`src/rtl/debug_blink_pkg.sv`:
```
// Shared definitions for the LED debug blink link (transmitter and receiver).
// Frame layout: 32 slots per frame, slots 0..7 carry the debug byte LSB first,
// slots 8..31 are guard slots that must stay dark.
package debug_blink_pkg;

   localparam int DBG_SLOTS     = 32;
   localparam int DBG_DATA_BITS = 8;
   localparam int DBG_SLOT_W    = 5;

   typedef logic [DBG_SLOT_W-1:0] dbg_slot_t;

   localparam dbg_slot_t DBG_LAST_DATA_SLOT = dbg_slot_t'(DBG_DATA_BITS - 1);
   localparam dbg_slot_t DBG_LAST_SLOT      = dbg_slot_t'(DBG_SLOTS - 1);

   // True for slots that carry payload bits rather than guard time.
   function automatic logic isDataSlot(input dbg_slot_t slot);
      return slot <= DBG_LAST_DATA_SLOT;
   endfunction

endpackage

```
`src/rtl/sync2.sv`:
```
// Generic two-flop synchronizer for bringing a single asynchronous bit
// into the clk domain. Both stages clear on the asynchronous reset.
module sync2 (
   input  logic clk,
   input  logic rst,
   input  logic i_d,
   output logic o_q
);

   logic r_meta;
   logic r_sync;

   // First stage may go metastable; second stage gives it a cycle to settle.
   always_ff @(posedge clk or posedge rst) begin
      if (rst) begin
         r_meta <= 1'b0;
         r_sync <= 1'b0;
      end else begin
         r_meta <= i_d;
         r_sync <= r_meta;
      end
   end

   assign o_q = r_sync;

endmodule

```
`src/rtl/debug_blink_rx.sv`:
```
// Receive-side decoder for the LED debug blink pattern. Counts high samples
// of the synchronized blink line per slot, decodes each slot on tick, and
// rebuilds the debug byte once per 32-slot frame. Guard-slot activity is
// reported as a frame error at the end of the frame.
// Optional build macro DEBUG_BLINK_RX_PWM_CHECK_EN adds a pwm_err output that
// flags the line being high on two consecutive clk cycles.
module debug_blink_rx
   import debug_blink_pkg::*;
#(
   parameter int MIN_HITS = 1,
   parameter int HIT_W    = 8
) (
   input  logic                     clk,
   input  logic                     rst,
   input  logic                     tick,
   input  logic                     led_in,
   output logic [DBG_DATA_BITS-1:0] data_out,
   output logic                     data_valid,
   output logic                     frame_err
`ifdef DEBUG_BLINK_RX_PWM_CHECK_EN
   ,
   output logic                     pwm_err
`endif
);

   localparam int              IDX_W       = $clog2(DBG_DATA_BITS);
   localparam logic [HIT_W-1:0] HITS_MAX   = '1;
   localparam logic [HIT_W-1:0] MIN_HITS_W = HIT_W'(MIN_HITS);

   logic                       w_ledSync;
   logic [HIT_W-1:0]           r_hits;
   logic [HIT_W-1:0]           w_hitsNext;
   logic                       w_slotBit;
   dbg_slot_t                  r_slot;
   logic [DBG_DATA_BITS-2:0]   r_shift;
   logic [DBG_DATA_BITS-1:0]   r_dataOut;
   logic                       r_dataValid;
   logic                       r_frameErr;
   logic                       r_guardHit;

   sync2 u_sync (
      .clk (clk),
      .rst (rst),
      .i_d (led_in),
      .o_q (w_ledSync)
   );

   // Hit count including this cycle's sample (so the tick cycle counts toward
   // the closing slot), saturating instead of wrapping; decode the slot from it.
   always_comb begin
      w_hitsNext = r_hits;
      if (w_ledSync && (r_hits != HITS_MAX)) begin
         w_hitsNext = r_hits + 1'b1;
      end
      w_slotBit = (w_hitsNext >= MIN_HITS_W);
   end

   // Slot position and per-slot hit counter; every tick cycle closes a slot.
   always_ff @(posedge clk or posedge rst) begin
      if (rst) begin
         r_slot <= DBG_LAST_SLOT;
         r_hits <= '0;
      end else if (tick) begin
         r_slot <= r_slot + 1'b1;
         r_hits <= '0;
      end else begin
         r_hits <= w_hitsNext;
      end
   end

   // Frame assembly: collect data bits, publish the byte after slot 7, and
   // track guard activity until the frame closes with slot 31.
   always_ff @(posedge clk or posedge rst) begin
      if (rst) begin
         r_shift     <= '0;
         r_dataOut   <= '0;
         r_dataValid <= 1'b0;
         r_frameErr  <= 1'b0;
         r_guardHit  <= 1'b0;
      end else begin
         r_dataValid <= 1'b0;
         r_frameErr  <= 1'b0;
         if (tick) begin
            if (isDataSlot(r_slot)) begin
               if (r_slot == DBG_LAST_DATA_SLOT) begin
                  r_dataOut   <= {w_slotBit, r_shift};
                  r_dataValid <= 1'b1;
               end else begin
                  r_shift[r_slot[IDX_W-1:0]] <= w_slotBit;
               end
            end else begin
               if (w_slotBit) begin
                  r_guardHit <= 1'b1;
               end
               if (r_slot == DBG_LAST_SLOT) begin
                  r_frameErr <= r_guardHit | w_slotBit;
                  r_guardHit <= 1'b0;
               end
            end
         end
      end
   end

   assign data_out   = r_dataOut;
   assign data_valid = r_dataValid;
   assign frame_err  = r_frameErr;

`ifdef DEBUG_BLINK_RX_PWM_CHECK_EN
   logic r_ledPrev;
   logic r_pwmErr;

   // The transmitter never drives two high cycles in a row; flag it if seen.
   always_ff @(posedge clk or posedge rst) begin
      if (rst) begin
         r_ledPrev <= 1'b0;
         r_pwmErr  <= 1'b0;
      end else begin
         r_ledPrev <= w_ledSync;
         r_pwmErr  <= w_ledSync & r_ledPrev;
      end
   end

   assign pwm_err = r_pwmErr;
`endif

endmodule

```
`config.mk`:
```
export PLATFORM = sky130hd
export DESIGN_NAME = debug_blink_rx
export DESIGN_NICKNAME = d
export VERILOG_FILES = /design/src/rtl/debug_blink_pkg.sv /design/src/rtl/sync2.sv /design/src/rtl/debug_blink_rx.sv
export SDC_FILE = /design/constraint.sdc
export NUM_CORES = 1
export LEC_CHECK = 0
export ABC_AREA = 1
export BUFFER_PORTS_ARGS = -buffer_cell sky130_fd_sc_hd__buf_2
export CORE_UTILIZATION = 42
export CTS_CLUSTER_DIAMETER = 200
export DETAILED_ROUTE_END_ITERATION = 12
export PLACE_DENSITY = 0.65
export SYNTH_ARGS = -nofsm -noshare
export SYNTH_HDL_FRONTEND = slang
export SYNTH_SLANG_ARGS = --single-unit
```
`constraint.sdc`:
```
create_clock -name clk -period 4 [get_ports clk]
set_input_delay 0.2 -clock clk [delete_from_list [all_inputs] [get_ports clk]]
set_output_delay 0.2 -clock clk [all_outputs]
set_load 0.02 [all_outputs]
```
Yosys cells after proc, flatten, opt, wreduce, memory -nomap -nowiden
Index checks and enable logic that the tools add are counted.
- output and inout port bits: 10
- register bits: 33
- input bits: 4
- word-level logic and storage cells: 40
- order comparisons: 4
- bitwise logic cells: 3
- mux-type cells: 13
- eq/ne operators: 3
- add/subtract/negate cells: 2
- reductions and logical operators: 6
- operator list (kind ; number):
    $mux W8 ; 2
    $mux W1 ; 9
    $reduce_and A3 Y1 ; 3
    $add A8 B1 Y8 const B ; 1
    $ge A8 B1 Y1 const B ; 1
    $ne A8 B8 Y1 const B ; 1
    $bwmux W7 ; 1
    $add A5 B1 Y5 const B ; 1
    $eq A5 B3 Y1 const B ; 1
    $eq A5 B5 Y1 const B ; 1
    $le A5 B3 Y1 const B ; 1
    $lt A3 B4 Y1 const B ; 1
    $demux W1 S3 ; 1
    $ge A3 B1 Y1 const B ; 1
    $logic_and A1 B1 Y1 ; 2
    $not A1 Y1 ; 2
    $reduce_bool A2 Y1 ; 1
    $or A1 B1 Y1 ; 1

Depth between registers and ports, before layout
- word-level depth: 8
- mapped depth: 13

Hierarchy
A second synthesis with hierarchy kept.
- cell total of the unflattened synthesis: 210
- area, all modules: 1746.7 µm²
- modules (own cells, without submodules) (module ; cells an instance ; times used ; sequential area each (µm²) ; area an instance (µm²)):
    debug_blink_rx ; 207 ; 1 ; 782.0 ; 1692.9
    sync2 ; 3 ; 1 ; 50.0 ; 53.8

Worst setup path before layout
Ideal clock, no wire load.
- path kind: reg2reg
- from: register r_hits[0]
- to: register r_shift[0]
- arrival: 1.454 ns
- path buffers: 0
- period minus slack after synthesis: 1.574 ns
- path slack: 2.426 ns
- stages on the path, launching flop included: 12
- cells stage by stage: dfrtp_1 -> ha_1 -> nand2_2 -> nor2_4 -> nand2_4 -> nand2_8 -> o21ai_2 -> nand2_2 -> nor2_4 -> nand2_4 -> nand2_1 -> nand2_1
- longest elaborated chain between the ends: 5
- RTL lines (what ; RTL line ; text):
    start: declaration ; debug_blink_rx.sv:31 ; logic [HIT_W-1:0] r_hits;
    start signal: assignment ; debug_blink_rx.sv:67 ; r_hits <= w_hitsNext;
    parallel branches: the longest is 2 deep, another holds $add A8 B1 Y8 ; - ;
    $mux W8 * ; debug_blink_rx.sv:52 ; if (w_ledSync && (r_hits != HITS_MAX)) begin
    $ge A8 B1 Y1 * ; debug_blink_rx.sv:55 ; w_slotBit = (w_hitsNext >= MIN_HITS_W);
    $bwmux W7 * ; debug_blink_rx.sv:89 ; r_shift[r_slot[IDX_W-1:0]] <= w_slotBit;
    end signal: indexed assignment ; debug_blink_rx.sv:89 ;
    end: declaration ; debug_blink_rx.sv:35 ; logic [DBG_DATA_BITS-2:0] r_shift;
Mark *: on every way between the ends.
A chain may end at the register's enable or synchronous reset.

Worst setup path in the final report
- from: register r_hits[0]
- to: register r_shift[6]
Same word-level chain as after synthesis.

==> out/metrics.csv <==
metric,value,unit
layout.cells.non_filler,278,
numClockSinks,33,
rr_endpoint,r_shift[6],
crit_path_start_kind,flip-flop,
drv_cap,0,
r2r_slack,2.28,ns
endpoint,r_shift[6],
hp-class,input pin to flip-flop,
leakagePower,1.01,nW
synth_ff_type,dfrtp_1,
vias,1239,
viasPerCell,4.46,
drt_iter0_drc,52,
grt_max_degree,34,
drive_gt1_share,27.2,%
seqCellArea,832,µm²
antenna_found_initial,0,
initial_core_util,43.6,%
area_growth,11.9,%
wl_per_cell,9.90,µm
cts_buffer_depth,2,
clock.fmax,581,MHz
final_common_cell,nand2_1,
async_reset_ff_share,100,%
ctsHtreeMaxLevel,2,
avgSynthCellArea,8.34,µm²
crit_type,flip-flop to flip-flop,
synth-seq-area-share,47.7,%
path_clk_slew,0.07,ns
tightest_slew,0.400,ns
r2r-start,r_hits[0],
finalNetCount,234,
nFillCells,399,
die_y,66.4,µm
first_pass_iters,4,
hold_viol,0,
cp-startpoint,r_hits[0],
synth_area,1740,µm²
grt_util_all_layers,15.6,%
min_period,1.72,ns
multiInputGateArea,779,µm²
cp_max_fo,8,
gp_congestion,0.813,
synth_warnings,0,
grt_pass1_vias,1172,
dieArea,4410,µm²
io_pins,14,
synth_edf_count,0,
cts_buffers,5,
tns,0,ns
yosys_register_bits,33,
crit_required,4.17,ns
synth_cell_types,28,
netlist_instances,209,
routed_wl,2.75,mm
rows,23,
slew_viol_final,0,
whs,0.0226,ns
slew_headroom,73.3,%
reg2reg_depth,13,
post_cts_resized,0,
power_density,558,nW/µm²
place_inst,269,
cts_tree,done,
port_buffers,13,
ir_drop,0.000341,V
hpwl,2.03,mm
ant_nets,0,
rsz0062_at_grt,no,
fin_skew,0.00552,ns
period_share,43.0,%
overflow,0,
status,finished clean,
cts_root_buffer,clkbuf_8,
die_x,66.4,µm
antenna_cells,0,
grt_pass1_wl,5.06,mm
cp-end-kind,flip-flop,
core,4000,µm²
arrival,1.89,ns
setup_viol,0,
synth_nets,216,
drc_errors,0,
clk_latency,0.28,ns
final_cell_mix,"nand2_1, dfrtp_1, inv_1, nor2_1",
[critical path: stages, from the launching register on]
cell     delay (ns)
dfrtp_1        0.42
ha_1           0.25
nand2_2        0.10
nor2_4         0.05
nand2_4        0.12
nand2_8        0.08
inv_2          0.06
nand2_1        0.05
nand2_2        0.07
nand2_2        0.07
nor2_4         0.13
nand2_4        0.10
nand2_1        0.07
nand2_1        0.04
[cell families (layout without fill, tap and decap cells)]
group / Yosys count / after routing / share of synthesized area [%]
xor+xnor: 4 / 4 / 2.01
compound gates: 13 / 13 / 3.95
buf+inv: 32 / 51 / 7.54
simple gates: 124 / 124 / 36.6
fa+ha+maj: 3 / 3 / 2.15
flops: 33 / 33 / 47.7
[stage by stage]
stage                     instance area [µm²]  power, mW  setup WS [ns]  util, %
after global placement                   1850      0.852           2.28     46.4
after floorplan                          1740      0.771           2.43        -
after CTS                                1950       1.11           2.27     48.8
after global routing                     1950       1.19           2.01     48.8
final                                    1950       1.09           2.28     48.8
after detailed placement                 1850      0.857           2.28     46.4
[flip-flops by register name (all words and copies together), names as in the netlist]
register	cells
data_out	8
data_valid	1
frame_err	1
r_guardHit	1
r_hits	8
r_shift	7
r_slot	5
u_sync.o_q	1
u_sync.r_meta	1
[worst min path at each step]
stage                     to  slack, ns   start  depth (start not counted)
2_1_floorplan  u_sync.r_meta       0.23  led_in                          0
3_3_place_gp      r_guardHit       0.31     rst                          3
3_5_place_dp      r_guardHit       0.31     rst                          3
4_1_cts        u_sync.r_meta       0.01  led_in                          1
5_1_grt        u_sync.r_meta       0.02  led_in                          1
6_report       u_sync.r_meta       0.02  led_in                          1
[layer usage]
layer	part of all wire (%)	vias up	GRT usage [%]
met5	0	-	0
met4	2.1	0	7.18
met3	3.5	6	4.14
met2	42	16	23.6
met1	52	547	20.6
li1	-	670	-
[Yosys cell counts (2+ instances only)]
| cell type | count | area [µm²] |
|---|---|---|
| nand2_2 | 13 | 81.3 |
| ha_1 | 3 | 37.5 |
| nand3_1 | 6 | 30.0 |
| clkbuf_1 | 2 | 7.51 |
| inv_1 | 21 | 78.8 |
| nor3_1 | 2 | 10.0 |
| inv_2 | 5 | 18.8 |
| nand2_1 | 64 | 240 |
| o21ai_0 | 11 | 55.1 |
| dfstp_2 | 5 | 131 |
| nor2_4 | 5 | 56.3 |
| nor2_1 | 20 | 75.1 |
| nand2_4 | 4 | 45.0 |
| nand4_1 | 3 | 18.8 |
| xor2_1 | 4 | 35.0 |
| dfrtp_1 | 28 | 701 |
| nand3_2 | 2 | 20.0 |
[layout make-up]
| class | instances | area share (%) |
|---|---|---|
| multi-input cells | 144 | 40.0 |
| clock inverters | 3 | 0.898 |
| inverters | 28 | 5.52 |
| repair buffers | 15 | 4.23 |
| well taps | 50 | 3.21 |
| flip-flops and latches | 33 | 42.7 |
| clock buffers | 5 | 3.53 |
[what timing repair did]
| action | 4_1_cts | 5_1_grt |
|---|---|---|
| hold endpoints to repair | 4 | 0 |
| setup buffers | 0 | 0 |
| hold buffers | 1 | 0 |
[power breakdown]
group          leakage (nW)  total, mW  internal (mW)  switching [mW]
sequential            0.414      0.523          0.454          0.0686
clock                0.0439      0.242          0.120           0.122
combinational         0.553      0.324          0.113           0.211
(Power assumes the default switching activity.)
